$ cat config.mk
export PLATFORM = sky130hd
export DESIGN_NAME = mem_stream_reader
export DESIGN_NICKNAME = d
export VERILOG_FILES = /design/src/rtl/mem_stream_reader.sv
export SDC_FILE = /design/constraint.sdc
export NUM_CORES = 1
export LEC_CHECK = 0
export BUFFER_PORTS_ARGS = -buffer_cell sky130_fd_sc_hd__buf_4
export CELL_PAD_IN_SITES_DETAIL_PLACEMENT = 0
export CELL_PAD_IN_SITES_GLOBAL_PLACEMENT = 1
export CORE_ASPECT_RATIO = 1.5
export CORE_MARGIN = 4
export CORE_UTILIZATION = 35
export DETAILED_ROUTE_END_ITERATION = 8
export PLACE_DENSITY_LB_ADDON = 0.05
export SYNTH_ARGS = -nofsm -noshare
export SYNTH_HDL_FRONTEND = slang
export SYNTH_SLANG_ARGS = --single-unit
$ cat constraint.sdc
create_clock -name clk -period 1.9 [get_ports clk]
set_input_delay 0.38 -clock clk [delete_from_list [all_inputs] [get_ports clk]]
set_output_delay 0.38 -clock clk [all_outputs]
set_load 0.05 [all_outputs]
$ cat src/rtl/mem_stream_reader.sv
// Scans a word range of the data RAM and serialises each word, LSB byte first, onto an 8-bit valid/ready stream.
// Optional trailing XOR checksum byte is enabled by defining MEM_STREAM_READER_CHECKSUM_EN.
module mem_stream_reader #(
  parameter int ADDR_W = 16,
  parameter int DATA_W = 48
) (
  input  logic              clk,
  input  logic              rst,
  input  logic              start,
  input  logic [ADDR_W-1:0] base_addr,
  input  logic [ADDR_W-1:0] word_count,
  output logic              busy,
  output logic              done,
  output logic              mem_rden,
  output logic [ADDR_W-1:0] mem_addr,
  input  logic [DATA_W-1:0] mem_q,
  output logic [7:0]        tx_data,
  output logic              tx_valid,
  input  logic              tx_ready
);

  localparam int NBYTES = DATA_W / 8;
  localparam int IDX_W  = (NBYTES > 1) ? $clog2(NBYTES) : 1;

  typedef enum logic [2:0] {
    IDLE  = 3'd0,
    READ  = 3'd1,
    LATCH = 3'd2,
    SEND  = 3'd3,
    CSUM  = 3'd4,
    DONE  = 3'd5
  } state_t;

  state_t            state;
  logic [ADDR_W-1:0] addr;
  logic [ADDR_W-1:0] remaining;
  logic [DATA_W-1:0] shift;
  logic [DATA_W-1:0] shift_next;
  logic [IDX_W-1:0]  idx;
  logic              xfer;
  logic              last_byte;
`ifdef MEM_STREAM_READER_CHECKSUM_EN
  logic [7:0]        csum;
`endif

  assign shift_next = shift >> 8;
  assign xfer       = tx_valid & tx_ready;
  assign last_byte  = (idx == IDX_W'(NBYTES - 1));

  // Scan sequencer; every output is a register updated alongside the state.
  always_ff @(posedge clk) begin
    if (rst) begin
      state     <= IDLE;
      busy      <= 1'b0;
      done      <= 1'b0;
      mem_rden  <= 1'b0;
      mem_addr  <= {ADDR_W{1'b0}};
      tx_valid  <= 1'b0;
      tx_data   <= 8'h00;
      addr      <= {ADDR_W{1'b0}};
      remaining <= {ADDR_W{1'b0}};
      shift     <= {DATA_W{1'b0}};
      idx       <= {IDX_W{1'b0}};
`ifdef MEM_STREAM_READER_CHECKSUM_EN
      csum      <= 8'h00;
`endif
    end else begin
      done     <= 1'b0;
      mem_rden <= 1'b0;
      case (state)
        IDLE: begin
          if (start) begin
            busy <= 1'b1;
            if (word_count != {ADDR_W{1'b0}}) begin
              addr      <= base_addr;
              remaining <= word_count;
              mem_addr  <= base_addr;
              mem_rden  <= 1'b1;
              state     <= READ;
`ifdef MEM_STREAM_READER_CHECKSUM_EN
              csum      <= 8'h00;
`endif
            end else begin
              done  <= 1'b1;
              state <= DONE;
            end
          end else begin
            busy <= 1'b0;
          end
        end
        READ: begin
          state <= LATCH;
        end
        LATCH: begin
          shift    <= mem_q;
          tx_data  <= mem_q[7:0];
          tx_valid <= 1'b1;
          idx      <= {IDX_W{1'b0}};
          state    <= SEND;
        end
        SEND: begin
          if (xfer) begin
`ifdef MEM_STREAM_READER_CHECKSUM_EN
            csum <= csum ^ tx_data;
`endif
            if (last_byte) begin
              remaining <= remaining - ADDR_W'(1);
              addr      <= addr + ADDR_W'(1);
              if (remaining != ADDR_W'(1)) begin
                mem_addr <= addr + ADDR_W'(1);
                mem_rden <= 1'b1;
                tx_valid <= 1'b0;
                state    <= READ;
              end else begin
`ifdef MEM_STREAM_READER_CHECKSUM_EN
                // Final byte folds into the checksum in the same cycle it leaves.
                tx_data <= csum ^ tx_data;
                state   <= CSUM;
`else
                tx_valid <= 1'b0;
                done     <= 1'b1;
                state    <= DONE;
`endif
              end
            end else begin
              shift   <= shift_next;
              tx_data <= shift_next[7:0];
              idx     <= idx + IDX_W'(1);
            end
          end else begin
            state <= SEND;
          end
        end
        CSUM: begin
          if (xfer) begin
            tx_valid <= 1'b0;
            done     <= 1'b1;
            state    <= DONE;
          end else begin
            state <= CSUM;
          end
        end
        DONE: begin
          busy  <= 1'b0;
          state <= IDLE;
        end
        default: begin
          busy     <= 1'b0;
          tx_valid <= 1'b0;
          state    <= IDLE;
        end
      endcase
    end
  end

endmodule

# After elaboration in Yosys (flattened, before gate mapping)
# Cells that the tools add are included.
dict set report word_totals {
  reg_bits 114
  latch_bits 0
  ram_bits 0
  mem_bits_ro 0
  input_bits 84
  output_inout_bits 28
  wordCells 91
  memories 0
}
dict set report classes {
  add_sub_neg 3
  n_mul 0
  n_div 0
  magnitude_cmp 0
  n_eq_ne 15
  n_shift 0
  mux 49
  bitwise_logic 2
  n_reduce_logical 11
}
# op n
set op_table {}
lappend op_table {{16-bit 2-to-1 mux} 11}
lappend op_table {{48-bit 2-to-1 mux} 2}
lappend op_table {{16-bit one-hot mux with 2 select lines} 3}
lappend op_table {{48-bit one-hot mux with 2 select lines} 1}
lappend op_table {{3-bit 2-to-1 mux} 7}
lappend op_table {{16-bit by 1-bit adder with 16-bit output, second input constant} 1}
lappend op_table {{1-bit 2-to-1 mux} 16}
lappend op_table {{8-bit 2-to-1 mux} 2}
lappend op_table {{16-bit by 1-bit != test with 1-bit output, second input constant} 1}
lappend op_table {{8-bit one-hot mux with 2 select lines} 1}
lappend op_table {{16-bit nonzero test} 1}
lappend op_table {{16-bit by 1-bit subtractor with 16-bit output, second input constant} 1}
lappend op_table {{3-bit one-hot mux with 5 select lines} 1}
lappend op_table {{2-bit != test, second input constant} 7}
lappend op_table {{3-bit equality test, second input constant} 3}
lappend op_table {{3-bit by 2-bit equality test with 1-bit output, second input constant} 2}
lappend op_table {{3-bit one-hot mux with 2 select lines} 1}
lappend op_table {{6-bit AND reduction} 1}
lappend op_table {{5-bit AND reduction} 1}
lappend op_table {{1-bit one-hot mux with 2 select lines} 2}
lappend op_table {{1-bit one-hot mux with 4 select lines} 1}
lappend op_table {{4-bit AND reduction} 1}
lappend op_table {{2-bit nonzero test} 2}
lappend op_table {{4-bit OR reduction} 1}
lappend op_table {{other kinds (10)} 10}

# Longest topological paths before layout
dict set report logic_depth {
  word_depth 5
  ltp_mapped 10
  mapped_depth_nobuf 7
}

# Least setup slack after synthesis
# No wires, ideal clock.
dict set report synth_path {
  path_type {flip-flop to flip-flop}
  startpoint {register tx_valid}
  endpoint {register mem_addr[13]}
  setup_time_ns 0.123
  arrival_time_ns 1.836
  required_time_ns 1.777
  path_slack_ns -0.060
  path_stages_with_launch 6
  path_buffers 0
  cell_sequence {dfxtp_1 > nand2_1 > nor3_1 > o21a_1 > nor2_4 > mux2_1}
}
dict set report synth_between {
  elab_chain_len 3
}
# element line
set synth_lines {}
lappend synth_lines {{start, declared} 18} ;# output logic tx_valid,
lappend synth_lines {{start signal, assigned} 58} ;# tx_valid <= 1'b0;
lappend synth_lines {{start signal, assigned} 97} ;# tx_valid <= 1'b1;
lappend synth_lines {{start signal, assigned} 112} ;# tx_valid <= 1'b0;
lappend synth_lines {{1-bit AND} 47} ;# assign xfer = tx_valid & tx_ready;
lappend synth_lines {{2-bit != test (no source line)} --}
lappend synth_lines {{6-bit AND reduction (no source line)} --}
lappend synth_lines {{end signal, assigned} 57} ;# mem_addr <= {ADDR_W{1'b0}};
lappend synth_lines {{end signal, assigned} 77} ;# mem_addr <= base_addr;
lappend synth_lines {{end signal, assigned} 110} ;# mem_addr <= addr + ADDR_W'(1);
lappend synth_lines {{end, declared} 15} ;# output logic [ADDR_W-1:0] mem_addr,
# Every way passes these cells.
# A chain may end at the register's enable or synchronous reset.

# Final worst setup path
dict set report layout_path {
  startpoint {register remaining[8]}
  endpoint {register mem_addr[7]}
}
dict set report layout_between {
  elab_chain_len 3
}
# element line
set layout_lines {}
lappend layout_lines {{start, declared} 36} ;# logic [ADDR_W-1:0] remaining;
lappend layout_lines {{start signal, assigned} 61} ;# remaining <= {ADDR_W{1'b0}};
lappend layout_lines {{start signal, assigned} 76} ;# remaining <= word_count;
lappend layout_lines {{start signal, assigned} 107} ;# remaining <= remaining - ADDR_W'(1);
lappend layout_lines {{16-bit by 1-bit != test with 1-bit output} 109} ;# if (remaining != ADDR_W'(1)) begin
lappend layout_lines {{2-bit != test (no source line)} --}
lappend layout_lines {{6-bit AND reduction (no source line)} --}
# Every way passes these cells.

==> out/metrics.yaml <==
syn_inst: 683
grt_max_degree: 55
seq_area_um2: 2126
synth_common_cells: "nand2_1 (123), dfxtp_1 (106), nor2_1 (87)"
synth_area_um2: 5594
synth.top_cell.area_share: 0.3793
start_util: 0.3564
cts.sink_count: 106
setup_tns_ps: 0
viasPerCell: 5.329
drv_cap: 0
synth_cell_type_count: 62
p_sw_mw: 1.887
setup.worst_path.start: "remaining[8]$_SDFFE_PP0P_"
place.gp.congestion: 0.8119
placed_area_um2: 7032
ys_seq_elements: 106
routed_wl_mm: 17.11
skew_ps: 14.02
finalSetupViolCount: 0
cts_buffers: 9
p_int_mw: 3.959
cts_root_buffer: "clkbuf_16"
syn_area_per_cell_um2: 8.191
required_ps: 2130
layout-drive-gt1-share: 0.3517
crit_fanout: 6
switching_share: 0.3228
firstDrtPassIters: 4
cts_tree: "yes"
criticalPathCategory: "flop to flop"
worstSkewPairLatency_ps: 350
maxSlewHeadroom: 0.7095
ys.flop_type: "dfxtp_1"
p_leak_nw: 2.916
tightest_slew_ps: 435.7
status: "complete, no violations"
yosysTopAreaCell: "dfxtp_1"
cp-end-kind: "flop"
grt_remaining_overflow: 0
via_count: 5521
finalNetCount: 917
hp-start: "mem_q[46]"
place_hpwl_mm: 12.16
p_clk_frac: 0.317
antenna_found_initial: 0
drtAntennaViolNets: 0
grt_pass1_wl_mm: 26.95
finalMaxSlewViolations: 0
track_usage: 0.1807
min_period_ps: 1819
rsz0062_at_grt: "false"
fmax_mhz: 549.9
timing.final.crit_share: 0.9571
peakVddDrop_mv: 0.5584
die_y_um: 162.8
synth_most_common_cell: "nand2_1"
dpl.cell_count: 1015
core_area_um2: 15700
clk_pin_slew_ps: 80
final_core_util: 0.4773
pwr-share-comb: 0.250
startpoint_type: "flop"
syn-num-nets: 772
die_w_um: 111.2
stdcell_area_um2: 7491
diodes: 0
first_global_vias: 5496
wl_per_cell_um: 16.51
async_reset_ff_frac: 0
rows: 56
multi_input_area_um2: 3213
synthTopCellsByArea: "dfxtp_1 (38%), a311oi_2 (11%), nand2_1 (8.3%)"
ys_warn_count: 0
stdcell_count: 1036
cts_buffer_depth: 2
hp-class: "primary input to flop"
ys_seq_area_frac: 0.3793
finalHoldViolations: 0
area_delta_synth_final_pct: 33.91
io_buffers: 111
fillers: 1605
htree_num_levels: 3
r2r_start: "remaining[8]$_SDFFE_PP0P_"
seq_power_share: 0.433
ioPinCount: 112
dr.first_iter.drc_count: 171
crit_arrival_ps: 2050
power_density_nw_per_um2: 780.3
synth-edff-count: 0
die-area_um2: 18110
route.detailed.drc: 0
## critical path, stage by stage (launching register included)
cell	delay (ps)
dfxtp_1	380
nor4_4	340
nand4_2	210
o21a_2	310
buf_4	170
o221ai_1	180
o21ai_0	110
## stage by stage
step	hold WS, ps	power [mW]	setup WS [ps]
5_1_grt	283.3	6.134	0.2993
3_3_place_gp	456.0	3.971	-201.8
4_1_cts	270.9	5.876	35.81
3_5_place_dp	461.7	3.991	-233.1
2_1_floorplan	446.6	3.459	67.56
6_report	287.7	5.845	81.42
## timing repair
action	in CTS	in global routing
buffers inserted	0	3
resized for setup	5	22
cloned	0	2
setup endpoints to repair	8	56
hold buffers	0	0
pin swaps	0	4
## path summary, 6_finish.rpt
path,endpoint,slack [ps],cells past startpoint
worst max register to register,mem_addr[7]$_SDFFE_PP0P_,80,6
worst max-delay path,mem_addr[7]$_SDFFE_PP0P_,80,6
worst min-delay path,shift[46]$_SDFFE_PP0P_,290,3
worst min register to register,mem_addr[14]$_SDFFE_PP0P_,470,2
## sequential cells by signal, summed over array words and instances (netlist names), 3 cells and up
signal	flops
tx_data	7
state	3
shift	41
addr	16
remaining	16
mem_addr	16
idx	3
## cell type report
class,instances,area share
Multi-Input combinational cell,508,0.4289
Sequential cell,106,0.2838
Timing Repair Buffer,196,0.2113
Tap cell,203,0.03391
Clock buffer,9,0.03007
Clock inverter,7,0.008518
Inverter,7,0.003508
## power groups by stage
stage | combinational (mW) | sequential (mW) | clock (mW)
global route | 1.59 | 2.55 | 1.99
floorplan | 0.805 | 2.65 | 0
detailed placement | 1.42 | 2.58 | 0
finish | 1.46 | 2.53 | 1.85
CTS | 1.42 | 2.53 | 1.93
global placement | 1.40 | 2.57 | 0
## kinds of logic (layout without fill, tap and decap cells)
family,count (synthesis),after routing,synth area share
compound gates,177,177,0.2633
xor+xnor,11,11,0.01722
fa+ha+maj,5,5,0.01118
buf+inv,70,219,0.06621
flops,106,106,0.3793
mux,3,3,0.005592
simple gates,311,312,0.2572
## metal layers
metal | part of all wire | global-route usage | vias up
li1 | - | - | 2754
met1 | 0.42 | 0.2041 | 2627
met2 | 0.53 | 0.3410 | 125
met3 | 0.033 | 0.02639 | 15
met4 | 0.017 | 0.06696 | 0
met5 | 0 | 0 | -
## layout by cell type (no fill, tap or decap), types with 4 or more instances in the layout
cell type / synthesis / layout
inv_1: 6 / 6
nor4_1: 12 / 7
a22oi_1: 9 / 9
a21oi_1: 37 / 37
xor2_1: 4 / 4
xnor2_1: 7 / 7
nor2_1: 87 / 87
nor4_2: 3 / 7
a311oi_2: 40 / 40
o21ai_1: 3 / 4
nand2_1: 123 / 122
a211oi_1: 7 / 7
ha_1: 5 / 4
buf_12: 0 / 6
a211o_1: 7 / 7
a31oi_1: 6 / 5
o31ai_1: 5 / 5
a31o_2: 5 / 5
clkbuf_16: 0 / 10
nor2b_1: 5 / 4
nand4_1: 12 / 12
nand3_1: 17 / 16
dfxtp_1: 106 / 103
buf_4: 10 / 184
nor3_1: 22 / 19
o21ai_0: 35 / 34
buf_6: 7 / 5
No activity file was read; power rests on OpenSTA's default activity.
